===== src/rtl/mem_port_arbiter.sv =====
// ---------------------------------------------------------------------------
// mem_port_arbiter
//   Shares one single-port RAM between the instruction-fetch (IF) stage and
//   the load/store (D) stage.  At most one RAM command is issued per cycle.
//   Reads are tracked through the RAM's fixed read latency so that each
//   returned word goes back to the stage that asked for it.  Also produces
//   the fetch stall for the IF/ID pipeline register.
//
// Ports
//   clk, reset            clock, synchronous active-high reset
//   if_req/if_addr        fetch read request (held until if_gnt)
//   if_gnt                fetch accepted this cycle
//   if_valid/if_rdata     fetch read data (rdata forced to 0 when not valid)
//   d_req/d_write/d_addr/d_wdata
//                         load/store request (held until d_gnt)
//   d_gnt                 data request accepted this cycle
//   d_valid/d_rdata       load data (stores never return anything)
//   halt                  blocks new fetch grants
//   stall                 fetch requested but not granted
//   mem_cmd/mem_addr/mem_wdata
//                         RAM command: 00 none, 01 read, 10 write
//   mem_rdata             RAM read data, RD_LAT cycles after a read command
// ---------------------------------------------------------------------------
module mem_port_arbiter #(
    parameter int RD_LAT     = 1,
    parameter int STARVE_MAX = 3,
    parameter int AW         = 9,
    parameter int DW         = 16
) (
    input  logic          clk,
    input  logic          reset,
    input  logic          if_req,
    input  logic [AW-1:0] if_addr,
    output logic          if_gnt,
    output logic          if_valid,
    output logic [DW-1:0] if_rdata,
    input  logic          d_req,
    input  logic          d_write,
    input  logic [AW-1:0] d_addr,
    input  logic [DW-1:0] d_wdata,
    output logic          d_gnt,
    output logic          d_valid,
    output logic [DW-1:0] d_rdata,
    input  logic          halt,
    output logic          stall,
    output logic [1:0]    mem_cmd,
    output logic [AW-1:0] mem_addr,
    output logic [DW-1:0] mem_wdata,
    input  logic [DW-1:0] mem_rdata
);

    localparam int SW = (STARVE_MAX < 1) ? 1 : $clog2(STARVE_MAX + 1);

    localparam logic [1:0] CMD_NONE  = 2'b00;
    localparam logic [1:0] CMD_READ  = 2'b01;
    localparam logic [1:0] CMD_WRITE = 2'b10;

    logic [SW-1:0]     starve_cnt;
    // Stage k holds the tag of the read granted k cycles ago; the tail
    // (stage RD_LAT) lines up with mem_rdata.  own_pipe: 1 = IF, 0 = D.
    logic [RD_LAT:1]   vld_pipe;
    logic [RD_LAT:1]   own_pipe;

    logic if_ok, d_ok, if_prio, rd_push, ret_vld;

    always_comb begin
        // Reset masks both requesters so nothing reaches the RAM.
        if_ok   = if_req & ~halt & ~reset;
        d_ok    = d_req & ~reset;
        // Fetch only overrides data once it has been starved long enough.
        if_prio = (STARVE_MAX != 0) && (starve_cnt == SW'(STARVE_MAX));
        if_gnt  = if_ok & (~d_ok | if_prio);
        d_gnt   = d_ok & ~if_gnt;
        stall   = if_req & ~if_gnt;
        rd_push = if_gnt | (d_gnt & ~d_write);

        mem_cmd   = CMD_NONE;
        mem_addr  = '0;
        mem_wdata = '0;
        if (if_gnt) begin
            mem_cmd  = CMD_READ;
            mem_addr = if_addr;
        end else if (d_gnt) begin
            mem_addr = d_addr;
            if (d_write) begin
                mem_cmd   = CMD_WRITE;
                mem_wdata = d_wdata;
            end else begin
                mem_cmd = CMD_READ;
            end
        end
    end

    always_ff @(posedge clk) begin
        if (reset) begin
            starve_cnt <= '0;
            vld_pipe   <= '0;
            own_pipe   <= '0;
        end else begin
            if (if_gnt || !if_req || halt)
                starve_cnt <= '0;
            else if (starve_cnt != SW'(STARVE_MAX))
                starve_cnt <= starve_cnt + 1'b1;

            vld_pipe[1] <= rd_push;
            own_pipe[1] <= if_gnt;
            for (int i = 2; i <= RD_LAT; i++) begin
                vld_pipe[i] <= vld_pipe[i-1];
                own_pipe[i] <= own_pipe[i-1];
            end
        end
    end

    // A read whose return lands in a reset cycle is dropped with the rest of
    // the in-flight reads, so the tail is masked while reset is high.
    always_comb begin
        ret_vld  = vld_pipe[RD_LAT] & ~reset;
        if_valid = ret_vld & own_pipe[RD_LAT];
        d_valid  = ret_vld & ~own_pipe[RD_LAT];
        if_rdata = if_valid ? mem_rdata : '0;
        d_rdata  = d_valid  ? mem_rdata : '0;
    end

endmodule


===== config.mk =====
export PLATFORM = sky130hd
export DESIGN_NAME = mem_port_arbiter
export DESIGN_NICKNAME = d
export VERILOG_FILES = /design/src/rtl/mem_port_arbiter.sv
export SDC_FILE = /design/constraint.sdc
export NUM_CORES = 1
export LEC_CHECK = 0
export BUFFER_PORTS_ARGS = -buffer_cell sky130_fd_sc_hd__buf_2
export CAP_MARGIN = 10
export CORE_AREA = 2 2 46 59
export CTS_BUF_LIST = sky130_fd_sc_hd__clkbuf_2
export CTS_CLUSTER_SIZE = 12
export DETAILED_ROUTE_END_ITERATION = 10
export DIE_AREA = 0 0 48 61
export MAX_ROUTING_LAYER = met4
export PLACE_DENSITY = 0.82
export SLEW_MARGIN = 20
export SYNTH_ARGS = -nofsm -noshare
export SYNTH_HDL_FRONTEND = slang
export SYNTH_SLANG_ARGS = --single-unit

===== constraint.sdc =====
create_clock -name clk -period 2.7 [get_ports clk]
set_input_delay 0.27 -clock clk [delete_from_list [all_inputs] [get_ports clk]]
set_output_delay 0.27 -clock clk [all_outputs]
set_load 0.01 [all_outputs]

== Word-level counts from Yosys, hierarchy flattened ==
Index checks and enable logic that the tools add are counted.

* Eq/ne operators: 2
* Muxes and demuxes: 10
* Bitwise gates (word level): 18
* Reduce and logical (&&, ||, !) cells: 4
* Add/sub/neg operators: 1

{| class="wikitable"
|+ Operator list
! cell !! number
|-
| $mux 16 || 5
|-
| $mux 9 || 2
|-
| $and 1x1->1 || 10
|-
| $mux 2 || 3
|-
| $not 1->1 || 6
|-
| $add 2x1->2 const B || 1
|-
| $eq 2x2->1 const B || 1
|-
| $logic_or 1x1->1 || 2
|-
| $ne 2x2->1 const B || 1
|-
| $or 1x1->1 || 2
|-
| $reduce_or 2->1 || 1
|-
| $logic_not 1->1 || 1
|}

* Output and inout bits: 64
* Input port bits: 56
* Register bits: 4

== Logic depth before layout (Yosys ltp) ==
Gate-level depths: netlist of the first run.

* Word-level depth: 9
* Depth in mapped cells: 6
* Gate-level depth less buffers: 4

== Worst setup path after synthesis of the first run ==
OpenSTA, ideal clock, no wires.

* Kind: reg-to-output
* From: register starve_cnt[0]
* To: output mem_cmd[0]
* Required time: 2.430 ns
* Arrival time: 1.289 ns
* Slack: 1.141 ns
* Stages on the path, launching flop included: 7
* Path through: dfxtp_1 > ha_1 > nor2b_1 > nor3_2 > buf_4 > o21bai_1 > buf_4

* Longest elaborated chain between the ends: 7

{| class="wikitable"
|+ Ends and longest elaborated chain
! element !! line !! text
|-
| from (decl) || 58 || <nowiki>logic [SW-1:0] starve_cnt;</nowiki>
|-
| from (signal assigned) || 103 || <nowiki>starve_cnt <= starve_cnt + 1'b1;</nowiki>
|-
| $eq 2x2->1 (*) || 71 || <nowiki>if_prio = (STARVE_MAX != 0) && (starve_cnt == SW'(STARVE_MAX));</nowiki>
|-
| $or 1x1->1 (*) || 72 || <nowiki>if_gnt = if_ok & (~d_ok | if_prio);</nowiki>
|-
| $and 1x1->1 (*) || 72 ||
|-
| net if_gnt || 34 || <nowiki>output logic if_gnt,</nowiki>
|-
| $not 1->1 || 73 || <nowiki>d_gnt = d_ok & ~if_gnt;</nowiki>
|-
| $and 1x1->1 || 73 ||
|-
| $mux 2 || 83 || <nowiki>end else if (d_gnt) begin</nowiki>
|-
| $mux 2 (*) || 80 || <nowiki>if (if_gnt) begin</nowiki>
|-
| to (decl) || 46 || <nowiki>output logic [1:0] mem_cmd,</nowiki>
|}

Mark *: on every way through the listed nets, which the timed path passes. The rest lies on a longest branch.

== Worst setup path after layout of the first run ==
* From: register starve_cnt[0]
* To: output mem_addr[6]

* Longest elaborated chain between the ends: 7

{| class="wikitable"
|+ Ends and longest elaborated chain
! element !! line !! text
|-
| $eq 2x2->1 (*) || 71 ||
|-
| $or 1x1->1 (*) || 72 ||
|-
| $and 1x1->1 (*) || 72 ||
|-
| $not 1->1 || 73 ||
|-
| $and 1x1->1 || 73 ||
|-
| $mux 9 || 83 ||
|-
| $mux 9 (*) || 80 ||
|-
| to (decl) || 47 || <nowiki>output logic [AW-1:0] mem_addr,</nowiki>
|}

Mark *: on every way between the ends. The rest lies on a longest branch, timed or not.

==> summary.txt, run 1 <==
status -> finished clean
CP peak stage delay -> 0.57 ns
drt drc -> 0
IO Count -> 120
Area Growth Syn to Fin -> 94.83%
P_leak -> 0.8434 nW
register area share after synthesis -> 0.1226
final setup vio count -> 0
unrepaired setup endpoints after global routing -> no
pins over their slew limit -> 0
initial core utilization -> 0.2747
Final ANT Viol Nets -> 0
Remaining Overflow, GRT -> 0
initial antenna violation count -> 0
gr usage total -> 0.1751
Synth top cells by count -> 48 x and2_1, 9 x a22o_1, 4 x dfxtp_1
Post-Route Skew -> 0.001516 ns
most common flop cell mapped by yosys -> dfxtp_1
DP Worst Slack -> 0.8309 ns
Async S/R FF share, synth -> 0
die extent in y -> 61 um
Rows -> 20
syn_nets -> 142
Tot Pwr -> 0.2317 mW
nets@finish -> 261
post-synth top area cell -> and2_1
critical path endpoint category -> output pin
slew margin rel. -> 0.5118
Worst-Margin Slew -> 0.7284 ns
hold_sp -> d_write
worst-skew pair later-pin latency -> 0.20 ns
Synth cell types -> 20
largest net degree at the start of global routing -> 18
yosys warns -> 0
vias after detailed routing -> 1,036
Clock Pin Slew Worst Setup and Hold Paths -> 0.04 ns
mux cell area share after synthesis -> 0
Die ar. -> 2928 um^2
Num CTS Buffers -> 3
period utilisation layout -> 0.7925
Post-Place Cells -> 232
final non-filler cell total -> 235
fmax -> 467.3 MHz
final hold vios -> 0
number of flops mapped to enable cells by yosys -> 0
CP Max Fanout -> 13
gpl congestion -> 0.8230
first-pass GRT wire length -> 3408 um
final setup TNS -> 0 ns
Synth Cell Area -> 653.1 um^2
Detail Placement HPWL -> 2322 um
Worst EP required -> 2.43 ns
Synth top area share -> 0.4598
Synth Area in XOR/XNOR -> 0
Num Clock Sinks -> 4
power density cells -> 182.1 nW/um^2
CP startpoint -> starve_cnt[0]$_SDFFE_PP0N_
Synth Area in Simple Gates -> 0.5766
Tmin final -> 2.140 ns
largest family of logic cells by synthesized area -> simple AND/OR/NAND/NOR gates
Mapped Cells -> 85
postcts setup bufs -> 0
reg2reg start -> starve_cnt[0]$_SDFFE_PP0N_
root buffer cell -> clkbuf_2
PostCTS Resize Cnt -> 0
Die X -> 48 um
Avg WL per Cell -> 11.03 um
Adder-Cell Fraction of Synth Area -> 0.01916
Hold WS -> 0.3037 ns
DR iter-0 viols -> 10
FF+latch count, synth -> 4
HP Class -> in2reg
Critical Path AT -> 1.87 ns
port bufs -> 119
vias in the first global route -> 848
count leader, synth -> and2_1
clk buf depth -> 2
CTS Hold Bufs -> 0
Worst Setup Start Kind -> flop
top post-synthesis cells by area -> and2_1 46%, dfxtp_1 12%, a22o_1 12%, a311oi_4 4.0%, buf_4 2.3%
crit-path cells -> ha_1 -> nor2b_1 -> nor3_2 -> a22o_1 -> buf_2
crit path kind -> reg2out
diodes inserted -> 0
post-synthesis compound-gate area fraction -> 0.2031
Post-Route Utilization -> 0.5353
Vias/cell -> 4.409
placed cell areas -> 1257 um^2
first-pass iteration count of the detailed router -> 3
Syn Area/Cell -> 7.684 um^2
slack of the critical path -> 0.5602 ns
max-cap violations -> 0
Slowest-stage cell, CP -> nor3_2
Total Wirelength -> 2591 um
H-tree depth -> 1
VDD IR max -> 0.1421 mV
TritonCTS clock tree -> built
core area -> 2377 um^2
fraction of layout cells with a size suffix above 1 -> 0.6287
fin area -> 1272 um^2
final cells by class:
class / instances / area (um^2)
sequential: 4 / 80.08
multi-input combinational: 72 / 521.8
inverter: 3 / 11.26
tap: 33 / 41.29
timing repair buffer: 120 / 603.1
fill: 238 / 1105
clock buffer: 3 / 15.01
final timing paths:
| check | slack (ns) | cells past startpoint | to |
|---|---|---|---|
| setup reg to reg | 1.11 | 4 | vld_pipe$_SDFF_PP0_ |
| hold reg to reg | 0.43 | 1 | starve_cnt[0]$_SDFFE_PP0N_ |
| hold / removal | 0.30 | 2 | vld_pipe$_SDFF_PP0_ |
| setup / recovery | 0.56 | 5 | mem_addr[6] |
logic make-up (layout without fill, tap and decap cells):
| logic type | count (synthesis) | after routing |
|---|---|---|
| DFF | 4 | 4 |
| buffers and inverters | 9 | 126 |
| and+or+nand+nor | 58 | 58 |
| adders and majority gates | 1 | 1 |
| AOI/OAI and AO/OA | 13 | 13 |
power by group:
part / internal (mW) / total, mW / switching, mW
sequential: 0.0611 / 0.0618 / 0.000670
clock: 0.0299 / 0.0539 / 0.0241
combinational: 0.0617 / 0.116 / 0.0543
total: 0.153 / 0.232 / 0.0790
flip-flops by register name, indices dropped and copies added, names as in the netlist:
signal      flops
vld_pipe        1
starve_cnt      2
own_pipe        1
per-layer routing:
layer | routed length [um] | vias up | global-route usage
met5 | 0 | - | -
met4 | 59 | 0 | 0.09266
met3 | 331 | 4 | 0.02976
met2 | 1401 | 81 | 0.3486
met1 | 799 | 434 | 0.1377
li1 | - | 517 | -
cells in the final DEF, fill, tap and decap left out:
| master | n |
|---|---|
| buf_2 | 119 |
| nor3_2 | 1 |
| ha_1 | 1 |
| nor2b_1 | 2 |
| nor3b_1 | 1 |
| nand2b_1 | 1 |
| buf_4 | 1 |
| a311oi_4 | 1 |
| nor4_1 | 2 |
| and3b_1 | 1 |
| clkbuf_2 | 3 |
| a31oi_2 | 1 |
| dfxtp_1 | 4 |
| o21bai_1 | 2 |
| a22o_1 | 9 |
| nand2b_4 | 1 |
| nor3_1 | 1 |
| inv_1 | 3 |
| and2_1 | 48 |
critical path: cells and delay by family (launching register included):
kind / cells / cell delay (ns)
adders and majority gates: 1 / 0.30
AOI/OAI and AO/OA: 1 / 0.23
and+or+nand+nor: 2 / 0.68
buffers and inverters: 1 / 0.13
DFF: 1 / 0.33
(Power assumes the default switching activity.)
==> inputs of run 2 (changes only) <==
Settings changed: CORE_AREA 2 2 46 59 to 2 2 50 64, DIE_AREA 0 0 48 61 to 0 0 52 66, PLACE_DENSITY 0.82 to 0.73.
Clock period 2.7 ns to 1.9 ns, I/O delays scaled along.
==> run 2 against run 1 <==
Net effect:
- cell count rose by 2.1%
- total power is 45% higher
- cell area increased by 3.1%
- count of clock-buffer cells in the layout did not move
- highest routed layer unchanged
- critical endpoint is now mem_addr[0]
- first-iteration DRC count is 70% higher
- global-route usage shrank 2.6 points
- via count up 5.2%
- sequential share of layout area is 0.19 points lower
- die area rose by 17%
==> summary.txt, run 2 (synthesis gave the netlist of run 1 again) <==
die extent in y -> 66 um (+8.2%)
VDD IR max -> 0.2353 mV (+66%)
gr usage total -> 0.1492 (-0.02589)
Hold WS -> 0.2295 ns (-0.07423 ns)
initial antenna violation count -> 0 (unchanged)
initial core utilization -> 0.2304 (-0.04437)
FF/Latch Area -> 80.08 um^2 (unchanged)
fmax -> 569.4 MHz
Die X -> 52 um (+8.3%)
Worst-Margin Slew -> 0.4855 ns (-0.2428 ns)
Post-Route Skew -> 0.001559 ns (+0.00004323 ns)
period utilisation layout -> 0.9244
Avg WL per Cell -> 11.54 um (+4.6%)
crit-path cells -> ha_2 -> nor2b_1 -> nor3_4 -> buf_12 -> a22o_1 -> buf_2
footprint of the multi-input gates -> 530.5 um^2 (+1.7%)
P_leak -> 0.8576 nW (+1.7%)
CP Depth -> 6 (+1)
clk buf depth -> 2 (unchanged)
crit path kind -> reg2out
Slowest-stage cell, CP -> dfxtp_1
setup slack, reg-to-reg -> 0.74 ns (-0.37 ns)
critical path endpoint category -> output pin
Num Clock Sinks -> 4 (unchanged)
DR iter-0 viols -> 17 (+7)
Top Family by Delay on Critical Path -> simple AND/OR/NAND/NOR gates
drt drc -> 0 (unchanged)
largest net degree at the start of global routing -> 18 (unchanged)
Detail Placement HPWL -> 2443 um (+5.2%)
core area -> 2835 um^2 (+19%)
filler cell count -> 318 (+34%)
fin area -> 1313 um^2 (+3.1%)
Worst EP required -> 1.71 ns (-0.72 ns)
Rows -> 22 (+10%)
worst-skew pair later-pin latency -> 0.21 ns (about the same)
first-pass GRT wire length -> 3719 um (+9.1%)
slew margin rel. -> 0.6753 (+0.1635)
Top reg by flops -> starve_cnt
Area Growth Syn to Fin -> 101.0%
Largest register FFs -> 2 (unchanged)
root buffer cell -> clkbuf_2
Die ar. -> 3432 um^2 (+17%)
Min-Delay Path Depth -> 2 (unchanged)
commonest non-fill, non-tap cell in the layout -> buf_2
Remaining Overflow, GRT -> 0 (unchanged)
final setup vio count -> 0 (unchanged)
fraction of layout cells with a size suffix above 1 -> 0.6373 (+0.008542)
first-pass iteration count of the detailed router -> 4 (+1)
placed cell areas -> 1261 um^2 (+0.30%)
TritonCTS clock tree -> built
commonest cells after routing, fill and taps aside -> 119 x buf_2, 48 x and2_1, 9 x a22o_1, 4 x dfxtp_1
status -> finished clean
largest registers -> starve_cnt x2, own_pipe x1, vld_pipe x1
Critical Path AT -> 1.57 ns (-0.30 ns)
power density cells -> 255.5 nW/um^2 (+40%)
gpl congestion -> 0.8750 (+6.3%)
pins over their slew limit -> 0 (unchanged)
Final ANT Viol Nets -> 0 (unchanged)
H-tree depth -> 1 (unchanged)
Vias/cell -> 4.542 (+3.0%)
unrepaired setup endpoints after global routing -> no
vias in the first global route -> 908 (+7.1%)
vias after detailed routing -> 1,090 (+5.2%)
max-cap violations -> 0 (unchanged)
Total Wirelength -> 2769 um (+6.9%)
CP Max Fanout -> 12 (-1)
HP Class -> in2reg
nets@finish -> 263 (+0.77%)
WP buf/inv -> 2 (+1)
Post-Route Utilization -> 0.4629 (-0.07233)
diodes inserted -> 0 (unchanged)
R2R cell count -> 4 (unchanged)
final hold vios -> 0 (unchanged)
Clock Pin Slew Worst Setup and Hold Paths -> 0.04 ns (about the same)
final setup TNS -> 0 ns (unchanged)
Tot Pwr -> 0.3353 mW (+45%)
Tmin final -> 1.756 ns
IO Count -> 120 (unchanged)
CP peak stage delay -> 0.31 ns (-0.26 ns)
CTS Hold Bufs -> 0 (unchanged)
Num CTS Buffers -> 3 (unchanged)
Worst Setup Start Kind -> flop
port bufs -> 119 (unchanged)
==> run 2: cell count changes in the layout (fill, tap and decap cells not counted), sizes merged <==
cell  previous run  this run
buf            120       122
==> run 2: layout make-up <==
| class | instances | share of cell area |
|---|---|---|
| tap | 36 | 0.03432 |
| sequential | 4 | 0.06101 |
| multi-input combinational | 72 | 0.4042 |
| clock buffer | 3 | 0.01144 |
| timing repair buffer | 122 | 0.4805 |
| inverter | 3 | 0.008580 |
==> run 2: final timing paths <==
check / start / to
max reg2reg: starve_cnt[0]$_SDFFE_PP0N_ / vld_pipe$_SDFF_PP0_
min: d_write / vld_pipe$_SDFF_PP0_
min reg2reg: starve_cnt[0]$_SDFFE_PP0N_ / starve_cnt[0]$_SDFFE_PP0N_
max: starve_cnt[0]$_SDFFE_PP0N_ / mem_addr[0]
==> run 2: metrics by stage <==
stage	worst slack (ns)	cells
6_report	0.1437	240
5_1_grt	0.04913	240
4_1_cts	0.01158	238
3_5_place_dp	0.07080	235
3_3_place_gp	0.1607	235
2_1_floorplan	0.4213	85
==> run 2: power by group <==
| group | internal [mW] | total, mW | switching, mW |
|---|---|---|---|
| logic | 0.0913 | 0.172 | 0.0807 |
| registers | 0.0869 | 0.0879 | 0.000948 |
| clock network | 0.0424 | 0.0754 | 0.0331 |
==> run 2: layer usage <==
metal  up-vias  wire [um]  global-route usage
met4         0        104             0.09868
met3         8        397             0.02036
met5         -          0                   -
met2        92       1487              0.3054
li1        522          -                   -
met1       468        780              0.1132
==> run 2: what timing repair did <==
item	4_1_cts	5_1_grt
pin swaps	0	2
setup endpoints to repair	12	27
gates resized for setup	1	1
buffers inserted	0	2
